===== src/rtl/axi_wr_dispatch_pkg.sv =====
// axi_wr_dispatch_pkg
//   Shared constants for the AXI write dispatcher: FSM state encodings
//   (one-hot), BRESP codes, AWBURST encodings, address field positions,
//   write modes and the legal AWSIZE for a given data width.
//   No ports.
package axi_wr_dispatch_pkg;

    // FSM states, one-hot
    localparam logic [4:0] ST_INIT  = 5'b00001;
    localparam logic [4:0] ST_IDLE  = 5'b00010;
    localparam logic [4:0] ST_DATA  = 5'b00100;
    localparam logic [4:0] ST_DRAIN = 5'b01000;
    localparam logic [4:0] ST_RESP  = 5'b10000;

    localparam logic [1:0] BRESP_OKAY   = 2'b00;
    localparam logic [1:0] BRESP_SLVERR = 2'b10;

    localparam logic [1:0] BURST_FIXED = 2'b00;
    localparam logic [1:0] BURST_INCR  = 2'b01;
    localparam logic [1:0] BURST_WRAP  = 2'b10;

    // awaddr[SEL_MSB:SEL_LSB] selects the channel, awaddr[MODE_MSB:0] the mode
    localparam int SEL_LSB  = 4;
    localparam int SEL_MSB  = 7;
    localparam int MODE_MSB = 3;

    localparam logic [3:0] MODE_NORMAL = 4'd0;
    localparam logic [3:0] MODE_LAST   = 4'd1;

    // Only full-width beats are supported: AWSIZE = log2(bytes per beat)
    function automatic logic [2:0] legal_awsize(input int data_w);
        return 3'($clog2(data_w / 8));
    endfunction

endpackage


===== src/rtl/axi_wr_dispatch_if.sv =====
// axi_wr_dispatch_if
//   AXI4 write-address / write-data / write-response signal bundle.
//   Parameters: DATA_W (32 or 64), ID_W.
//   Modports:
//     master - drives AW/W payload and valids, bready; sees readys and B
//     slave  - the dispatcher side, mirror of master
interface axi_wr_dispatch_if #(
    parameter int DATA_W = 32,
    parameter int ID_W   = 4
);
    logic [ID_W-1:0]     awid;
    logic [31:0]         awaddr;
    logic [7:0]          awlen;
    logic [2:0]          awsize;
    logic [1:0]          awburst;
    logic                awvalid;
    logic                awready;

    logic [DATA_W-1:0]   wdata;
    logic [DATA_W/8-1:0] wstrb;
    logic                wlast;
    logic                wvalid;
    logic                wready;

    logic [ID_W-1:0]     bid;
    logic [1:0]          bresp;
    logic                bvalid;
    logic                bready;

    modport master (
        output awid, awaddr, awlen, awsize, awburst, awvalid,
        output wdata, wstrb, wlast, wvalid,
        output bready,
        input  awready, wready, bid, bresp, bvalid
    );

    modport slave (
        input  awid, awaddr, awlen, awsize, awburst, awvalid,
        input  wdata, wstrb, wlast, wvalid,
        input  bready,
        output awready, wready, bid, bresp, bvalid
    );
endinterface


===== src/rtl/axi_wr_dispatch_decode.sv =====
// axi_wr_dispatch_decode
//   Combinational AW decode: splits awaddr into channel select and mode and
//   flags any request the dispatcher cannot serve.
//   Ports:
//     awaddr_i  in  32  write address (only [7:0] is meaningful)
//     awsize_i  in  3   beat size
//     awburst_i in  2   burst type
//     sel_o     out 4   channel select
//     mode_o    out 4   write mode (NORMAL / LAST)
//     err_o     out 1   request is illegal and must be drained with SLVERR
module axi_wr_dispatch_decode
    import axi_wr_dispatch_pkg::*;
#(
    parameter int DATA_W = 32,
    parameter int NUM_CH = 2
) (
    input  logic [31:0] awaddr_i,
    input  logic [2:0]  awsize_i,
    input  logic [1:0]  awburst_i,
    output logic [3:0]  sel_o,
    output logic [3:0]  mode_o,
    output logic        err_o
);
    localparam logic [2:0] SIZE_LEGAL = legal_awsize(DATA_W);

    logic sel_err;
    logic unused_addr_hi;

    assign sel_o          = awaddr_i[SEL_MSB:SEL_LSB];
    assign mode_o         = awaddr_i[MODE_MSB:0];
    assign unused_addr_hi = ^awaddr_i[31:SEL_MSB+1];

    // With 16 channels every 4-bit select is valid
    generate
        if (NUM_CH < 16) begin : g_sel_chk
            assign sel_err = (sel_o >= 4'(NUM_CH));
        end else begin : g_sel_all
            assign sel_err = 1'b0;
        end
    endgenerate

    assign err_o = sel_err
                 | (mode_o > MODE_LAST)
                 | (awsize_i != SIZE_LEGAL)
                 | (awburst_i == BURST_WRAP);
endmodule


===== src/rtl/axi_wr_dispatch.sv =====
// axi_wr_dispatch
//   AXI4 write-slave front end. Accepts one INCR/FIXED burst at a time and
//   pushes each W beat, with zero latency, into the selected channel FIFO
//   together with the current record index. Illegal requests are drained
//   and answered with SLVERR.
//   Parameters: DATA_W (32/64), ID_W, NUM_CH (1..16), IDX_W.
//   Ports:
//     clk, reset     clock; synchronous active-high reset
//     axi            write channels (slave modport)
//     ch_full_i      per-channel FIFO full, stalls W on the selected channel
//     ch_clr_o       per-channel clear, pulsed in INIT
//     ch_push_o      one-hot push per accepted beat
//     ch_data_o      beat data (= wdata)
//     ch_strb_o      beat strobes (= wstrb)
//     ch_index_o     record index travelling with each push
//   Build option: AXI_WR_DISPATCH_WLAST_CHECK_EN flags a wlast that disagrees
//   with the beat counter as SLVERR; the burst still ends on the count.
//
//   state | meaning
//   INIT  | one cycle after reset: clear all channels, index <= 0
//   IDLE  | awready high, waiting for an address
//   DATA  | legal burst, pushing beats to the selected channel
//   DRAIN | illegal burst, accepting and discarding beats
//   RESP  | bvalid high until bready
module axi_wr_dispatch
    import axi_wr_dispatch_pkg::*;
#(
    parameter int DATA_W = 32,
    parameter int ID_W   = 4,
    parameter int NUM_CH = 2,
    parameter int IDX_W  = 10
) (
    input  logic                clk,
    input  logic                reset,
    axi_wr_dispatch_if.slave    axi,
    input  logic [NUM_CH-1:0]   ch_full_i,
    output logic [NUM_CH-1:0]   ch_clr_o,
    output logic [NUM_CH-1:0]   ch_push_o,
    output logic [DATA_W-1:0]   ch_data_o,
    output logic [DATA_W/8-1:0] ch_strb_o,
    output logic [IDX_W-1:0]    ch_index_o
);
    logic [4:0]       state_q, state_d;
    logic [ID_W-1:0]  id_q, id_d;
    logic [3:0]       sel_q, sel_d;
    logic [3:0]       mode_q, mode_d;
    logic [7:0]       cnt_q, cnt_d;
    logic             err_q, err_d;
    logic [IDX_W-1:0] idx_q, idx_d;

    logic [3:0] dec_sel;
    logic [3:0] dec_mode;
    logic       dec_err;
    logic       full_sel;
    logic       beat_acc;
    logic       last_beat;
    logic       wlast_err;

    axi_wr_dispatch_decode #(
        .DATA_W (DATA_W),
        .NUM_CH (NUM_CH)
    ) u_decode (
        .awaddr_i  (axi.awaddr),
        .awsize_i  (axi.awsize),
        .awburst_i (axi.awburst),
        .sel_o     (dec_sel),
        .mode_o    (dec_mode),
        .err_o     (dec_err)
    );

    // Compare-based select avoids an index narrower than sel_q when NUM_CH < 16
    always_comb begin
        full_sel = 1'b0;
        for (int c = 0; c < NUM_CH; c++) begin
            if (sel_q == 4'(c)) full_sel = ch_full_i[c];
        end
    end

    assign axi.awready = (state_q == ST_IDLE);
    assign axi.wready  = ((state_q == ST_DATA) & ~full_sel) | (state_q == ST_DRAIN);
    assign axi.bvalid  = (state_q == ST_RESP);
    assign axi.bid     = axi.bvalid ? id_q : '0;
    assign axi.bresp   = (axi.bvalid & err_q) ? BRESP_SLVERR : BRESP_OKAY;

    assign beat_acc  = axi.wvalid & axi.wready;
    assign last_beat = (cnt_q == 8'd0);

`ifdef AXI_WR_DISPATCH_WLAST_CHECK_EN
    assign wlast_err = beat_acc & (axi.wlast != last_beat);
`else
    logic unused_wlast;
    assign unused_wlast = axi.wlast;
    assign wlast_err    = 1'b0;
`endif

    always_comb begin
        ch_push_o = '0;
        if ((state_q == ST_DATA) && beat_acc) begin
            for (int c = 0; c < NUM_CH; c++) begin
                if (sel_q == 4'(c)) ch_push_o[c] = 1'b1;
            end
        end
    end

    assign ch_clr_o   = {NUM_CH{state_q == ST_INIT}};
    assign ch_data_o  = axi.wdata;
    assign ch_strb_o  = axi.wstrb;
    assign ch_index_o = idx_q;

    always_comb begin
        state_d = state_q;
        id_d    = id_q;
        sel_d   = sel_q;
        mode_d  = mode_q;
        cnt_d   = cnt_q;
        err_d   = err_q;
        idx_d   = idx_q;
        case (state_q)
            ST_INIT: begin
                idx_d   = '0;
                state_d = ST_IDLE;
            end
            ST_IDLE: begin
                if (axi.awvalid) begin
                    id_d    = axi.awid;
                    sel_d   = dec_sel;
                    mode_d  = dec_mode;
                    cnt_d   = axi.awlen;
                    err_d   = dec_err;
                    state_d = dec_err ? ST_DRAIN : ST_DATA;
                end
            end
            ST_DATA: begin
                if (beat_acc) begin
                    if (wlast_err) err_d = 1'b1;
                    if (last_beat) begin
                        // index wraps naturally at 2**IDX_W
                        if (mode_q == MODE_LAST) idx_d = idx_q + IDX_W'(1);
                        state_d = ST_RESP;
                    end else begin
                        cnt_d = cnt_q - 8'd1;
                    end
                end
            end
            ST_DRAIN: begin
                if (beat_acc) begin
                    if (last_beat) state_d = ST_RESP;
                    else           cnt_d   = cnt_q - 8'd1;
                end
            end
            ST_RESP: begin
                if (axi.bready) state_d = ST_IDLE;
            end
            default: state_d = ST_INIT;
        endcase
    end

    always_ff @(posedge clk) begin
        if (reset) begin
            state_q <= ST_INIT;
            id_q    <= '0;
            sel_q   <= '0;
            mode_q  <= '0;
            cnt_q   <= '0;
            err_q   <= 1'b0;
            idx_q   <= '0;
        end else begin
            state_q <= state_d;
            id_q    <= id_d;
            sel_q   <= sel_d;
            mode_q  <= mode_d;
            cnt_q   <= cnt_d;
            err_q   <= err_d;
            idx_q   <= idx_d;
        end
    end
endmodule


===== src/flat_wrapper.sv =====
// flat-port wrapper written by rule: the top's interface ports become plain ports
module axi_wr_dispatch_flat import axi_wr_dispatch_pkg::*;
#(
    parameter int DATA_W = 32,
    parameter int ID_W   = 4,
    parameter int NUM_CH = 2,
    parameter int IDX_W  = 10
)
  (clk, reset, ch_full_i, ch_clr_o, ch_push_o, ch_data_o, ch_strb_o, ch_index_o, axi_awid, axi_awaddr, axi_awlen, axi_awsize, axi_awburst, axi_awvalid, axi_wdata, axi_wstrb, axi_wlast, axi_wvalid, axi_bready, axi_awready, axi_wready, axi_bid, axi_bresp, axi_bvalid);
  axi_wr_dispatch_if #(.DATA_W(DATA_W), .ID_W(ID_W)) axi_i ();
  input  logic clk;
  input  logic reset;
  input  logic [NUM_CH-1:0] ch_full_i;
  output logic [NUM_CH-1:0] ch_clr_o;
  output logic [NUM_CH-1:0] ch_push_o;
  output logic [DATA_W-1:0] ch_data_o;
  output logic [DATA_W/8-1:0] ch_strb_o;
  output logic [IDX_W-1:0] ch_index_o;
  input wire logic [$bits(axi_i.awid)-1:0] axi_awid;
  input wire logic [$bits(axi_i.awaddr)-1:0] axi_awaddr;
  input wire logic [$bits(axi_i.awlen)-1:0] axi_awlen;
  input wire logic [$bits(axi_i.awsize)-1:0] axi_awsize;
  input wire logic [$bits(axi_i.awburst)-1:0] axi_awburst;
  input wire logic [$bits(axi_i.awvalid)-1:0] axi_awvalid;
  input wire logic [$bits(axi_i.wdata)-1:0] axi_wdata;
  input wire logic [$bits(axi_i.wstrb)-1:0] axi_wstrb;
  input wire logic [$bits(axi_i.wlast)-1:0] axi_wlast;
  input wire logic [$bits(axi_i.wvalid)-1:0] axi_wvalid;
  input wire logic [$bits(axi_i.bready)-1:0] axi_bready;
  output wire logic [$bits(axi_i.awready)-1:0] axi_awready;
  output wire logic [$bits(axi_i.wready)-1:0] axi_wready;
  output wire logic [$bits(axi_i.bid)-1:0] axi_bid;
  output wire logic [$bits(axi_i.bresp)-1:0] axi_bresp;
  output wire logic [$bits(axi_i.bvalid)-1:0] axi_bvalid;
  assign axi_i.awid = axi_awid;
  assign axi_i.awaddr = axi_awaddr;
  assign axi_i.awlen = axi_awlen;
  assign axi_i.awsize = axi_awsize;
  assign axi_i.awburst = axi_awburst;
  assign axi_i.awvalid = axi_awvalid;
  assign axi_i.wdata = axi_wdata;
  assign axi_i.wstrb = axi_wstrb;
  assign axi_i.wlast = axi_wlast;
  assign axi_i.wvalid = axi_wvalid;
  assign axi_i.bready = axi_bready;
  assign axi_awready = axi_i.awready;
  assign axi_wready = axi_i.wready;
  assign axi_bid = axi_i.bid;
  assign axi_bresp = axi_i.bresp;
  assign axi_bvalid = axi_i.bvalid;
  axi_wr_dispatch #(.DATA_W(DATA_W), .ID_W(ID_W), .NUM_CH(NUM_CH), .IDX_W(IDX_W)) u_core (.clk(clk), .reset(reset), .axi(axi_i), .ch_full_i(ch_full_i), .ch_clr_o(ch_clr_o), .ch_push_o(ch_push_o), .ch_data_o(ch_data_o), .ch_strb_o(ch_strb_o), .ch_index_o(ch_index_o));
endmodule

===== config.mk =====
export PLATFORM = sky130hd
export DESIGN_NAME = axi_wr_dispatch_flat
export DESIGN_NICKNAME = d
export VERILOG_FILES = /design/src/rtl/axi_wr_dispatch_pkg.sv /design/src/rtl/axi_wr_dispatch_if.sv /design/src/rtl/axi_wr_dispatch_decode.sv /design/src/rtl/axi_wr_dispatch.sv /design/src/flat_wrapper.sv
export SDC_FILE = /design/constraint.sdc
export NUM_CORES = 1
export LEC_CHECK = 0
export BUFFER_PORTS_ARGS = -buffer_cell sky130_fd_sc_hd__buf_2
export CORE_UTILIZATION = 46
export DETAILED_ROUTE_END_ITERATION = 10
export PLACE_DENSITY = 0.87
export SLEW_MARGIN = 0
export SYNTH_ARGS = -nofsm -noshare
export SYNTH_HDL_FRONTEND = slang
export SYNTH_HIERARCHICAL = 1
export SYNTH_SLANG_ARGS = --single-unit

===== constraint.sdc =====
create_clock -name clk -period 2.8 [get_ports clk]
set_input_delay 0.56 -clock clk [delete_from_list [all_inputs] [get_ports clk]]
set_output_delay 0.56 -clock clk [all_outputs]
set_load 0.01 [all_outputs]

==> metrics.cfg, run 1 <==
[outcome]
status=completed

[layout]
nets=393
syn2layout_area_growth_pct=1.677
drive_gt1_frac=0.2424
antenna_cells=0

[power]
peakVddDrop_uv=207.0
switching_share=0.3107
combinationalPowerShare=0.230
p_clk_frac=0.290
intPower_w=0.0008150
p_seq_frac=0.479
p_switching_w=0.0003674
leakage_nw=0.9518
powerDensity_nw_per_um2=502.6
power_w=0.001182

[timing]
skew_ns=0.004872
finalHoldViolCount=0
setup_viol=0
fin_hold_ws_ns=0.4524
fin_crit_sh=0.8456
setup_slack_ns=0.4322
post-route-min-period_ns=2.368
tightest_slew_ns=0.7319
max_freq_mhz=422.3
rsz0062_at_grt=false
tns_ns=0
slew_violations=0
max_slew_margin=0.5075

[place]
gp_congestion=0.8312
io_buffer_count=53
post-place-ws_ns=0.6805
hpwl_mm=3.347

[hold_path]
whs_path_depth=2
holdPathEnd=u_core/sel_q[2]
worstHoldStart=u_core/sel_q[2]
hold_path.class=flip-flop to flip-flop

[clock_network]
clockRootBuffer=clkbuf_8
cts_hold_buf=0
clkLatencyLatePin_ns=0.29
cts_buffer_depth=2
cts_buffers=5
cts_tree=done
htree_levels=2
cts.sinks=36
clkTransAtPathRegs_ns=0.07
post_cts_buffers=0
postCtsResizedCells=0

[route]
drtPass1Iterations=4
drt-initial-drc-count=96
wl_per_cell_microns=12.67
viasPerCell=5.451
postRouteAntennaNets=0
drt-total-wl_mm=4.611
vias=1984
drc=0

[yosys]
yosys_register_bits=36
yosys_warnings=6
synth_adder_area_share=0.01622
yosys.area.top_type_share=0.3115
synth_xor_area_frac=0.02271
synthFlopType=dfxtp_1
yosysSeqAreaShare=0.3115
synth_edf_count=0
synth.distinct_cells=54
synth-compound-area-share=0.1682
syn_inst=292
synth.area.mux_share=0.02650
synth_area_leaders=dfxtp_1 (31%), buf_4 (15%), a21oi_1 (5.2%)
ys_async_sr_fraction=0
synth_nets=388
synth_top_family_by_area=simple AND/OR/NAND/NOR gates
netlist_area_sq_um=2313
synthSimpleGateAreaFrac=0.2672
synth_top_cell_by_area=dfxtp_1
avgSynthCellArea_sq_um=7.923

[floorplan]
die-area_sq_um=5317
io_pins=152
coreArea_sq_um=4786
die_height_microns=72.92
fp-row-count=25
die_w_microns=72.92
start_util=0.4834

[worst_setup_path]
cp-end-kind=primary output
slowest_delay_ns=0.41
startpoint_type=flip-flop
ff2ff_path_depth=5
critical_path_class=flip-flop to primary output
cp_slowest_cell=or3_1
timing.rr.end=u_core/err_q
r2r_setup_slack_ns=0.66
worstPathArrival_ns=1.81
cp_cell_sequence=or3_1 > or3_4 > clkinv_2 > buf_2
required_ns=2.24
r2r_start=u_core/state_q[2]
cp_max_fo=16

[flow_run]
max_cap_viol_count=0

[global_route]
grt.overflow.total=0
track_usage=0.1834
grt_pass1_vias=1798
grt_max_degree=36
grt_pass1_wl_mm=7.672
antenna_found_initial=0

cells in the mapped netlist, types with 3 or more instances:
master / number
o21ai_0: 3
xnor2_1: 4
nand3b_1: 3
nand2b_1: 4
a21oi_1: 24
nor4_1: 4
or3_1: 5
nand3_1: 18
dfxtp_1: 36
inv_1: 10
and2_1: 6
ha_1: 3
nand2_1: 27
o21ai_1: 7
buf_4: 46
nor2_1: 26
a21o_1: 5
clkbuf_1: 7
mux2i_1: 5
nor3_1: 6
nand4_1: 4
cell type report:
class | count | area [sq um]
Clock buffer | 6 | 72.57
Tap cell | 67 | 83.83
Inverter | 11 | 42.54
Multi-Input combinational cell | 190 | 1162
Sequential cell | 36 | 720.7
Clock inverter | 1 | 5.005
Fill cell | 467 | 2434
Timing Repair Buffer | 53 | 265.3
cells by family after synthesis:
kind of cell               count (synthesis)
other                                      1
AOI/OAI and AO/OA                         57
muxes                                      6
DFF                                       36
adders and majority gates                  3
xor gates and xnor gates                   6
buffers and inverters                     66
and+or+nand+nor                          117
layout by cell type, fill, tap and decap left out, types with 2 or more instances in the layout:
cell	synthesis	final
a21oi_2	2	2
buf_2	1	53
nand4_1	4	4
inv_1	10	10
o2111ai_1	2	2
nor3b_1	2	2
and2_1	6	6
o21ai_0	3	3
nor4_1	4	4
clkbuf_8	0	5
ha_1	3	3
dfxtp_1	36	36
a21oi_1	24	24
nand3b_1	3	3
o211ai_1	2	2
and4_1	2	2
nor2_1	26	26
clkinv_2	1	2
mux2i_1	5	5
nand3_1	18	18
a21o_1	5	5
or3_1	5	5
nor3_1	6	6
nand2_1	27	27
xnor2_1	4	4
xor2_1	2	2
nand2b_1	4	4
o21ai_1	7	7
power by group through the flow:
stage / registers (W) / logic, W / clock network (W)
after floorplan: 0.000571 / 0.000270 / 0
after global placement: 0.000575 / 0.000262 / 0
after detailed placement: 0.000577 / 0.000269 / 0
after CTS: 0.000565 / 0.000270 / 0.000355
after global routing: 0.000570 / 0.000304 / 0.000376
final: 0.000567 / 0.000272 / 0.000343
per-stage QoR:
step | area, sq um | cells | util
4_1_cts | 2352 | 364 | 0.4915
3_3_place_gp | 2275 | 357 | 0.4753
5_1_grt | 2352 | 364 | 0.4915
3_5_place_dp | 2275 | 357 | 0.4753
6_report | 2352 | 364 | 0.4915
2_1_floorplan | 2313 | 292 | -
critical path, delay by kind of cell (launching register included):
kind                   cells  cell delay, ns
and+or+nand+nor            2            0.77
DFF                        1            0.36
buffers and inverters      2            0.39
state kept, by name, indices dropped and copies added, names as in the netlist:
signal	cells
u_core/mode_q	4
u_core/cnt_q	8
u_core/state_q	5
u_core/ch_index_o	10
u_core/err_q	1
u_core/id_q	4
u_core/sel_q	4
worst max path at each step:
stage / startpoint / end
final: u_core/state_q[2] / axi_awready
after global placement: ch_full_i[1] / ch_push_o[1]
after floorplan: u_core/cnt_q[0] / u_core/state_q[1]
after CTS: u_core/state_q[2] / axi_awready
after detailed placement: u_core/cnt_q[0] / u_core/cnt_q[0]
after global routing: u_core/state_q[2] / axi_awready
layer usage:
layer / vias to the layer above / GRT usage / part of all wire
met2: 60 / 0.3074 / 0.47
met4: 0 / 0.08061 / 0.022
li1: 981 / - / -
met5: - / 0 / 0
met3: 20 / 0.06354 / 0.060
met1: 923 / 0.2114 / 0.45
Note: power is estimated with default switching activity, not from simulation.
==> inputs of run 2 (changes only) <==
--- a/config.mk
+++ b/config.mk
@@ -6,9 +6,9 @@
 export NUM_CORES = 1
 export LEC_CHECK = 0
 export BUFFER_PORTS_ARGS = -buffer_cell sky130_fd_sc_hd__buf_2
-export CORE_UTILIZATION = 46
+export CORE_UTILIZATION = 42
 export DETAILED_ROUTE_END_ITERATION = 10
-export PLACE_DENSITY = 0.87
+export PLACE_DENSITY = 0.8
 export SLEW_MARGIN = 0
 export SYNTH_ARGS = -nofsm -noshare
 export SYNTH_HDL_FRONTEND = slang
==> constraint.sdc (replaced) <==
create_clock -name clk -period 2.5 [get_ports clk]
set_input_delay 0.5 -clock clk [delete_from_list [all_inputs] [get_ports clk]]
set_output_delay 0.5 -clock clk [all_outputs]
set_load 0.01 [all_outputs]
==> metrics.cfg, run 2 (same netlist as run 1, synthesis figures left out) <==
[outcome]
status=completed  ; unchanged

[global_route]
grt_max_degree=36  ; unchanged
track_usage=0.1618  ; was 0.1834
grt_pass1_wl_mm=7.617  ; was 7.672 mm
antenna_found_initial=0  ; unchanged
grt_pass1_vias=1706  ; was 1798
grt.overflow.total=0  ; unchanged

[timing]
skew_ns=0.006619  ; was 0.004872 ns
post-route-min-period_ns=2.283
finalHoldViolCount=0  ; unchanged
setup_slack_ns=0.2168  ; was 0.4322 ns
tightest_slew_ns=0.7788  ; was 0.7319 ns
setup_viol=0  ; unchanged
fin_crit_sh=0.9133
max_freq_mhz=438.0
tns_ns=0  ; unchanged
slew_violations=0  ; unchanged
rsz0062_at_grt=false  ; unchanged
max_slew_margin=0.4760  ; was 0.5075

[clock_network]
clockRootBuffer=clkbuf_8  ; unchanged
cts_buffer_depth=2  ; unchanged
cts.sinks=36  ; unchanged
cts_tree=done  ; unchanged
post_cts_buffers=0  ; unchanged
htree_levels=2  ; unchanged
cts_hold_buf=0  ; unchanged
clkTransAtPathRegs_ns=0.07  ; about the same
cts_buffers=5  ; unchanged
clkLatencyLatePin_ns=0.29  ; about the same
postCtsResizedCells=0  ; unchanged

[power]
p_switching_w=0.0004117  ; was 0.0003674 W
combinationalPowerShare=0.224  ; was 0.230
p_clk_frac=0.310  ; was 0.290
peakVddDrop_uv=259.0  ; was 207.0 uV
powerDensity_nw_per_um2=574.2  ; was 502.6 nW/um^2
leakage_nw=0.9563  ; was 0.9518 nW
intPower_w=0.0009484  ; was 0.0008150 W
switching_share=0.3027  ; was 0.3107
power_w=0.001360  ; was 0.001182 W
p_seq_frac=0.466  ; was 0.479

[route]
wl_per_cell_microns=12.60  ; was 12.67 microns
viasPerCell=5.318  ; was 5.451
drt-initial-drc-count=65  ; was 96
drc=0  ; unchanged
vias=1957  ; was 1984
drtPass1Iterations=4  ; unchanged
drt-total-wl_mm=4.635  ; was 4.611 mm
postRouteAntennaNets=0  ; unchanged

[worst_setup_path]
required_ns=2.00  ; was 2.24 ns
worstPathArrival_ns=1.78  ; was 1.81 ns
ff2ff_path_depth=7  ; was 5
startpoint_type=flip-flop  ; unchanged
crit_start=u_core/state_q[2]  ; unchanged
critical_path_class=flip-flop to primary output  ; unchanged
cp-endpoint=axi_awready  ; unchanged
cp_max_fo=16  ; unchanged
cp-end-kind=primary output  ; unchanged
r2r_setup_slack_ns=0.29  ; was 0.66 ns
r2r_start=u_core/cnt_q[0]  ; was u_core/state_q[2]
timing.rr.end=u_core/cnt_q[0]  ; was u_core/err_q

[place]
post-place-ws_ns=0.3311  ; was 0.6805 ns
gp_congestion=0.8170  ; was 0.8312
hpwl_mm=3.338  ; was 3.347 mm
io_buffer_count=53  ; unchanged

[floorplan]
die-area_sq_um=5809  ; was 5317 sq um
fp-row-count=26  ; was 25
coreArea_sq_um=5205  ; was 4786 sq um
die_w_microns=76.22  ; was 72.92 microns
io_pins=152  ; unchanged
die_height_microns=76.22  ; was 72.92 microns
start_util=0.4445  ; was 0.4834

[flow_run]
max_cap_viol_count=0  ; unchanged

[layout]
seqCellArea_sq_um=720.7  ; unchanged
nets=393  ; unchanged
fin_util=0.4550  ; was 0.4915
largest_register_ffs=10  ; unchanged
final.fill_count=540  ; was 467
syn2layout_area_growth_pct=2.380  ; was 1.677%
final_cell_mix=buf_2 (53), dfxtp_1 (36), nand2_1 (27)  ; unchanged
drive_gt1_frac=0.2416  ; was 0.2424
antenna_cells=0  ; unchanged
multiInputGateArea_sq_um=1162  ; unchanged
layout_commonest_cell=buf_2  ; unchanged

[hold_path]
hold_path.class=flip-flop to flip-flop  ; unchanged

==> run 2: stage by stage <==
step,cells,hold slack (ns),area (sq um)
floorplan,292,0.4310,2313
global placement,360,0.4383,2278
detailed placement,360,0.4432,2278
CTS,368,0.4472,2369
global route,368,0.4448,2369
finish,368,0.4520,2369
==> run 2: routing by layer <==
| metal | vias to the layer above | part of all wire | GRT usage |
|---|---|---|---|
| met2 | 56 | 0.47 | 0.2550 |
| met5 | - | 0 | 0 |
| met3 | 8 | 0.072 | 0.05509 |
| met1 | 912 | 0.45 | 0.1976 |
| met4 | 0 | 0.0045 | 0.07500 |
| li1 | 981 | - | - |
==> run 2: worst max-delay path, stage by stage, from the launching register on <==
cell,delay [ns]
dfxtp_1,0.37
or3_1,0.40
or3_4,0.36
clkinv_2,0.19
buf_2,0.17
==> run 2: how the worst min path moves through the flow <==
stage               startpoint         endpoint  slack (ns)  cells past startpoint
4_1_cts            axi_awid[3]   u_core/id_q[3]        0.45                      3
3_5_place_dp    u_core/id_q[1]   u_core/id_q[1]        0.44                      2
6_report        u_core/id_q[0]   u_core/id_q[0]        0.45                      2
2_1_floorplan  u_core/sel_q[2]  u_core/sel_q[2]        0.43                      2
3_3_place_gp    u_core/id_q[0]   u_core/id_q[0]        0.44                      2
5_1_grt            axi_awid[1]   u_core/id_q[1]        0.44                      3
==> run 2: final cells by class <==
class / count / area share
multi-input combinational: 190 / 0.4908
sequential: 36 / 0.3043
timing repair buffer: 53 / 0.1120
clock buffer: 8 / 0.03803
tap: 70 / 0.03698
inverter: 11 / 0.01796
==> run 2: power by group through the flow <==
stage	registers (W)	clock network, W	logic, W
floorplan	0.000640	0	0.000302
global placement	0.000644	0	0.000298
detailed placement	0.000646	0	0.000302
CTS	0.000633	0.000442	0.000304
global route	0.000638	0.000465	0.000341
finish	0.000634	0.000422	0.000304
